--- src/rtl/fetch_pkg.sv ---
// ----------------------------------------------------------------------------
// fetch_pkg
// Shared definitions for the instruction fetch stage and the decoder side:
//   RESET_VECTOR  - first fetch address after reset
//   NOP_INSTR     - instruction word presented to the decoder on a bubble
//   fetch_state_e - fetch FSM state encoding
//   fetch_word_t  - an instruction word paired with its PC+4
// ----------------------------------------------------------------------------
package fetch_pkg;

    localparam logic [31:0] RESET_VECTOR = 32'h0000_0000;
    localparam logic [31:0] NOP_INSTR    = 32'h0000_0000;

    typedef enum logic {
        ST_FETCH = 1'b0,  // request outstanding to instruction memory
        ST_HOLD  = 1'b1   // word buffered in the skid register, no request
    } fetch_state_e;

    typedef struct packed {
        logic [31:0] instruction;
        logic [31:0] pc_plus4;
    } fetch_word_t;

endpackage

--- src/rtl/if_id_reg.sv ---
// ----------------------------------------------------------------------------
// if_id_reg
// IF/ID pipeline register: loads a fetched word, holds, or flushes to a NOP
// bubble. Flush wins over load.
// Ports:
//   clk, rst_n   - clock, asynchronous active-low reset
//   load         - capture din and mark the entry valid
//   flush        - replace the instruction with NOP and clear valid
//   din          - instruction word and its PC+4
//   instruction  - registered instruction to the decoder
//   pc_plus4     - registered PC+4 of that instruction
//   valid        - instruction is a real fetched word
// ----------------------------------------------------------------------------
module if_id_reg
    import fetch_pkg::*;
(
    input  logic        clk,
    input  logic        rst_n,
    input  logic        load,
    input  logic        flush,
    input  fetch_word_t din,
    output logic [31:0] instruction,
    output logic [31:0] pc_plus4,
    output logic        valid
);

    // NOTE: sequential state uses non-blocking assignments so every register
    // samples pre-edge values, independent of process ordering.
    always_ff @(posedge clk or negedge rst_n) begin
        if (!rst_n) begin
            instruction <= NOP_INSTR;
            pc_plus4    <= '0;
            valid       <= 1'b0;
        end else if (flush) begin
            // pc_plus4 is left as-is; it is meaningless while valid is low.
            instruction <= NOP_INSTR;
            valid       <= 1'b0;
        end else if (load) begin
            instruction <= din.instruction;
            pc_plus4    <= din.pc_plus4;
            valid       <= 1'b1;
        end
    end

endmodule

--- src/rtl/fetch_stage.sv ---
// ----------------------------------------------------------------------------
// fetch_stage
// Instruction fetch: owns the PC, a one-entry skid register and a two-state
// FSM (FETCH / HOLD), and feeds the IF/ID register.
// Ports:
//   clk, rst_n        - clock, asynchronous active-low reset
//   stall             - hazard hold request; IF/ID freezes while high
//   branch_taken      - single-cycle redirect pulse, highest priority
//   branch_target     - redirect byte address (bits [1:0] ignored)
//   imem_req          - instruction memory request
//   imem_addr         - requested byte address (equals pc)
//   imem_ack          - memory returns imem_data this cycle
//   imem_data         - instruction word from memory
//   pc                - current fetch address
//   ifid_instruction  - registered instruction to the decoder
//   ifid_pc_plus4     - registered PC+4 of that instruction
//   ifid_valid        - ifid_instruction is a real fetched word
// ----------------------------------------------------------------------------
module fetch_stage
    import fetch_pkg::*;
(
    input  logic        clk,
    input  logic        rst_n,
    input  logic        stall,
    input  logic        branch_taken,
    input  logic [31:0] branch_target,
    output logic        imem_req,
    output logic [31:0] imem_addr,
    input  logic        imem_ack,
    input  logic [31:0] imem_data,
    output logic [31:0] pc,
    output logic [31:0] ifid_instruction,
    output logic [31:0] ifid_pc_plus4,
    output logic        ifid_valid
);

    fetch_state_e state, state_next;
    logic [31:0]  pc_q, pc_next;
    fetch_word_t  skid, skid_next;
    fetch_word_t  ifid_din;
    logic         ifid_load, ifid_flush;
    logic         started;      // low until the first edge after reset
    logic         fetch_ack;
    logic [31:0]  pc_plus4;
    logic         unused_target_lsbs;

    assign unused_target_lsbs = ^branch_target[1:0];

    // The request is held off for one edge after reset so that it rises on
    // the first clock edge rather than combinationally with reset release.
    assign imem_req  = started && (state == ST_FETCH);
    assign imem_addr = pc_q;
    assign pc        = pc_q;
    assign fetch_ack = imem_req && imem_ack;
    assign pc_plus4  = pc_q + 32'd4;   // modulo 2^32 wrap is intended

    // NOTE: the skid register is reset along with the control state; it is
    // only two words, and a known value keeps a discarded entry deterministic.
    always_ff @(posedge clk or negedge rst_n) begin
        if (!rst_n) begin
            state   <= ST_FETCH;
            pc_q    <= RESET_VECTOR;
            skid    <= '0;
            started <= 1'b0;
        end else begin
            state   <= state_next;
            pc_q    <= pc_next;
            skid    <= skid_next;
            started <= 1'b1;
        end
    end

    // NOTE: every output of this block is given a default first so that no
    // path leaves a signal unassigned and infers a latch.
    always_comb begin
        state_next           = state;
        pc_next              = pc_q;
        skid_next            = skid;
        ifid_load            = 1'b0;
        ifid_flush           = 1'b0;
        ifid_din.instruction = imem_data;
        ifid_din.pc_plus4    = pc_plus4;

        if (branch_taken) begin
            // Redirect beats stall and ack; a same-cycle ack is dropped.
            pc_next    = {branch_target[31:2], 2'b00};
            skid_next  = '0;
            ifid_flush = 1'b1;
            state_next = ST_FETCH;
        end else begin
            unique case (state)
                ST_FETCH: begin
                    if (fetch_ack) begin
                        pc_next = pc_plus4;
                        if (stall) begin
                            skid_next.instruction = imem_data;
                            skid_next.pc_plus4    = pc_plus4;
                            state_next            = ST_HOLD;
                        end else begin
                            ifid_load = 1'b1;
                        end
                    end else if (!stall) begin
                        ifid_flush = 1'b1;   // bubble while waiting on memory
                    end
                end
                ST_HOLD: begin
                    if (!stall) begin
                        ifid_din   = skid;
                        ifid_load  = 1'b1;
                        state_next = ST_FETCH;
                    end
                end
                default: state_next = ST_FETCH;
            endcase
        end
    end

    if_id_reg u_if_id_reg (
        .clk         (clk),
        .rst_n       (rst_n),
        .load        (ifid_load),
        .flush       (ifid_flush),
        .din         (ifid_din),
        .instruction (ifid_instruction),
        .pc_plus4    (ifid_pc_plus4),
        .valid       (ifid_valid)
    );

endmodule
--- config.mk ---
export PLATFORM = sky130hd
export DESIGN_NAME = fetch_stage
export DESIGN_NICKNAME = d
export VERILOG_FILES = /design/src/rtl/fetch_pkg.sv /design/src/rtl/if_id_reg.sv /design/src/rtl/fetch_stage.sv
export SDC_FILE = /design/constraint.sdc
export NUM_CORES = 1
export LEC_CHECK = 0
export BUFFER_PORTS_ARGS = -buffer_cell sky130_fd_sc_hd__buf_4
export CAP_MARGIN = 20
export CORE_UTILIZATION = 58
export DETAILED_ROUTE_END_ITERATION = 6
export GPL_TIMING_DRIVEN = 0
export HOLD_SLACK_MARGIN = 0.12
export PLACE_DENSITY = 0.92
export SYNTH_ARGS = -nofsm -noshare
export SYNTH_HDL_FRONTEND = slang
export SYNTH_SLANG_ARGS = --single-unit
--- constraint.sdc ---
create_clock -name clk -period 2.9 [get_ports clk]
set_clock_uncertainty 0.05 [all_clocks]
set_input_delay 0.29 -clock clk [delete_from_list [all_inputs] [get_ports clk]]
set_output_delay 0.29 -clock clk [all_outputs]
set_load 0.01 [all_outputs]
==> results.cfg <==
[status]
outcome = completed

[sta]
worst_slack_ps = 368
timing.slew.headroom = 0.543
drv_slew = 0
worstMarginPinSlew_ps = 686
timing.fmax_ghz = 0.395
rsz0062_at_grt = false
hold_viol = 0
whs_ps = 345
setup_violations = 0
layout_min_cycle_time_ps = 2530
fin_tns_setup_ps = 0
fin_crit_sh = 0.873

[flow_run]
maxCapViolCount = 0

[yosys]
synthTopCellsByArea = dfrtp_1 52%, o21ai_0 7.0%, nand2_1 5.8%, mux2i_1 4.4%, a22o_1 3.8%
synth-edff-count = 0
synthDominantCellAreaShare = 0.519
syn_area_um2 = 7760
ys_seq_area_frac = 0.519
synth_area_leader_cell = dfrtp_1
synth_cell_type_count = 50
synthCells = 788
avgSynthCellArea_um2 = 9.85
synth-main-ff-cell = dfrtp_1
async_reset_ff_frac = 1.00
ys_ff_latch = 161
yosysWarnings = 0

[clocking]
clock_latency_ps = 440
cts_sinks = 161
post_cts_resized = 0
cts.clk_slew.worst_paths_ps = 60
cts_max_level = 4
post-cts-setup-buffer-count = 0
hold_buffers = 65
clock_path_buffers = 2
tritoncts = done
root_buffer = clkbuf_16
cts_buffers = 17

[global_routing]
first_global_vias = 7579
gr-total-overflow = 0
grt_pass1_wl_um = 40200
grt_usage = 0.376
grt_start_max_net_pins = 99
antenna_found_initial = 0

[route]
drtIter0Drc = 1112
drcViolationCount = 0
vias_per_cell = 6.10
ant_nets = 0
vias = 7638
wl_per_cell_um = 20.4
wl_um = 25500
dr.pass1.iters = 6

[floorplanning]
initial_utilization = 0.605
rows = 41
core-area_um2 = 12800
die_y_um = 118
io_pins = 199
die_area_um2 = 13800
die_x_um = 118

[setup_path]
slowest_delay_ps = 620
crit_top_cell = clkbuf_1
slowest_stage = a21oi_2
crit_family = compound AO/OA/AOI/OAI gates
critPathRequiredTime_ps = 3220
crit_type = flop to flop
cp_max_fo = 10
start_kind = flop
end_kind = flop
path_cells = and3b_1, clkbuf_1, a21oi_2, clkbuf_1, a22o_1
arrival_ps = 2850
path_buf_inv = 2

[power]
p_leak_uw = 0.00522
peakVddDrop_uv = 463
powerDensity_nw_per_um2 = 574

[placed_design]
hpwl_um = 15500
pre_cts_ws_ps = 491
place_congestion = 0.918
place.port_buffers = 192

[finish]
post-route-util = 0.837
num-nets-final = 1138
area_growth_pct = 38.3
fill_cells = 666
n_antenna_cell = 0
drive_above_1_share = 0.270

[hold_path]
hold_class = input port to asynchronous set/reset pin
-- logic make-up after synthesis --
family                   after synthesis  share of synthesized area
other                                  2                   0.000968
adder cells (fa/ha/maj)                1                    0.00161
multiplexers                          35                     0.0453
XOR/XNOR                              53                     0.0598
flip-flops                           161                      0.519
buffers and inverters                 96                     0.0700
AND/OR/NAND/NOR                      249                      0.155
AO/OA/AOI/OAI                        191                      0.148
-- registers in the layout, summed over array words and instances, names as in the netlist --
| register | cells |
|---|---|
| started | 1 |
| u_if_id_reg.pc_plus4 | 32 |
| u_if_id_reg.valid | 1 |
| state | 1 |
| imem_addr | 30 |
| skid | 64 |
| u_if_id_reg.instruction | 32 |
-- cell type report --
type                       count  area [um2]  share of cell area
sequential                   161        4030               0.375
multi-input combinational    534        3200               0.298
timing repair buffer         258        2120               0.198
buffer                        93         532              0.0496
clock buffer                  21         470              0.0438
tap                          172         215              0.0201
clock inverter                11         151              0.0141
inverter                       3        11.3             0.00105
-- report_power, final --
part	leakage (uW)	total [uW]	switching, uW	internal, uW
clock	0.000309	2390	957	1430
sequential	0.00213	2600	172	2420
combinational	0.00278	1170	591	582
-- worst paths after layout --
path                                                     start                                      end  cells past startpoint  slack (ps)
setup / recovery                               state$_DFF_PN0_                     skid[61]$_DFFE_PN0N_                      5         370
hold reg to reg            u_if_id_reg.pc_plus4[0]$_DFFE_PN0P_      u_if_id_reg.pc_plus4[0]$_DFFE_PN0P_                      2         430
hold / removal                                           rst_n                imem_addr[25]$_DFFE_PN0N_                      2         340
min in group clk                                  branch_taken     u_if_id_reg.pc_plus4[20]$_DFFE_PN0P_                      4         360
setup reg to reg                               state$_DFF_PN0_                     skid[61]$_DFFE_PN0N_                      5         370
max in group asynchronous                                rst_n  u_if_id_reg.instruction[16]$_DFFE_PN0P_                      3        1570
-- layout by cell type (no fill, tap or decap), types with 4 or more instances in the layout --
cell and n:
a21o_1 6, o21ai_0 109, nand2_1 120, nor2_1 31, buf_4 230, and4_1 4
dfrtp_1 161, buf_2 16, nor2b_1 4, nor4_1 11, mux2i_1 34, and2_1 5
a21oi_1 15, clkbuf_1 35, xor2_1 21, nand2b_1 4, dlygate4sd3_1 65, and3_1 7
o22ai_1 4, a22o_1 34, clkbuf_16 17, nand3_1 22, a22oi_1 9, nand4_1 18
o21ai_1 5, xnor2_1 32, conb_1 5, nor3_1 10
-- routing by layer --
metal  global-route usage  vias to the layer above  part of all wire
li1                     -                     3268                 -
met1                0.468                     3678              0.37
met2                0.613                      566              0.48
met3               0.0858                      126             0.094
met4                0.200                        0             0.052
met5                    0                        -                 0
-- Yosys cell counts (5+ instances only) --
library cell and number:
buf_2 16, o21ai_0 109, nand3_1 22, a21o_1 6, xnor2_1 32, and2_1 5, a22o_1 34, a22oi_1 9
buf_4 39, nor3_1 10, nor2_1 31, dfrtp_1 161, nand2_1 120, nand4_1 18, nor4_1 11, mux2i_1 34
and3_1 7, o21ai_1 5, clkbuf_1 34, a21oi_1 15, xor2_1 21
-- through the flow --
step                std cells  area, um2  total power, uW
finish                   1253      10700             6160
global route             1253      10700             6320
CTS                      1253      10700             6080
detailed placement       1156       9460             3670
global placement         1155       9430             3630
floorplan                 791       7770             3090
No activity file was read; power rests on OpenSTA's default activity.
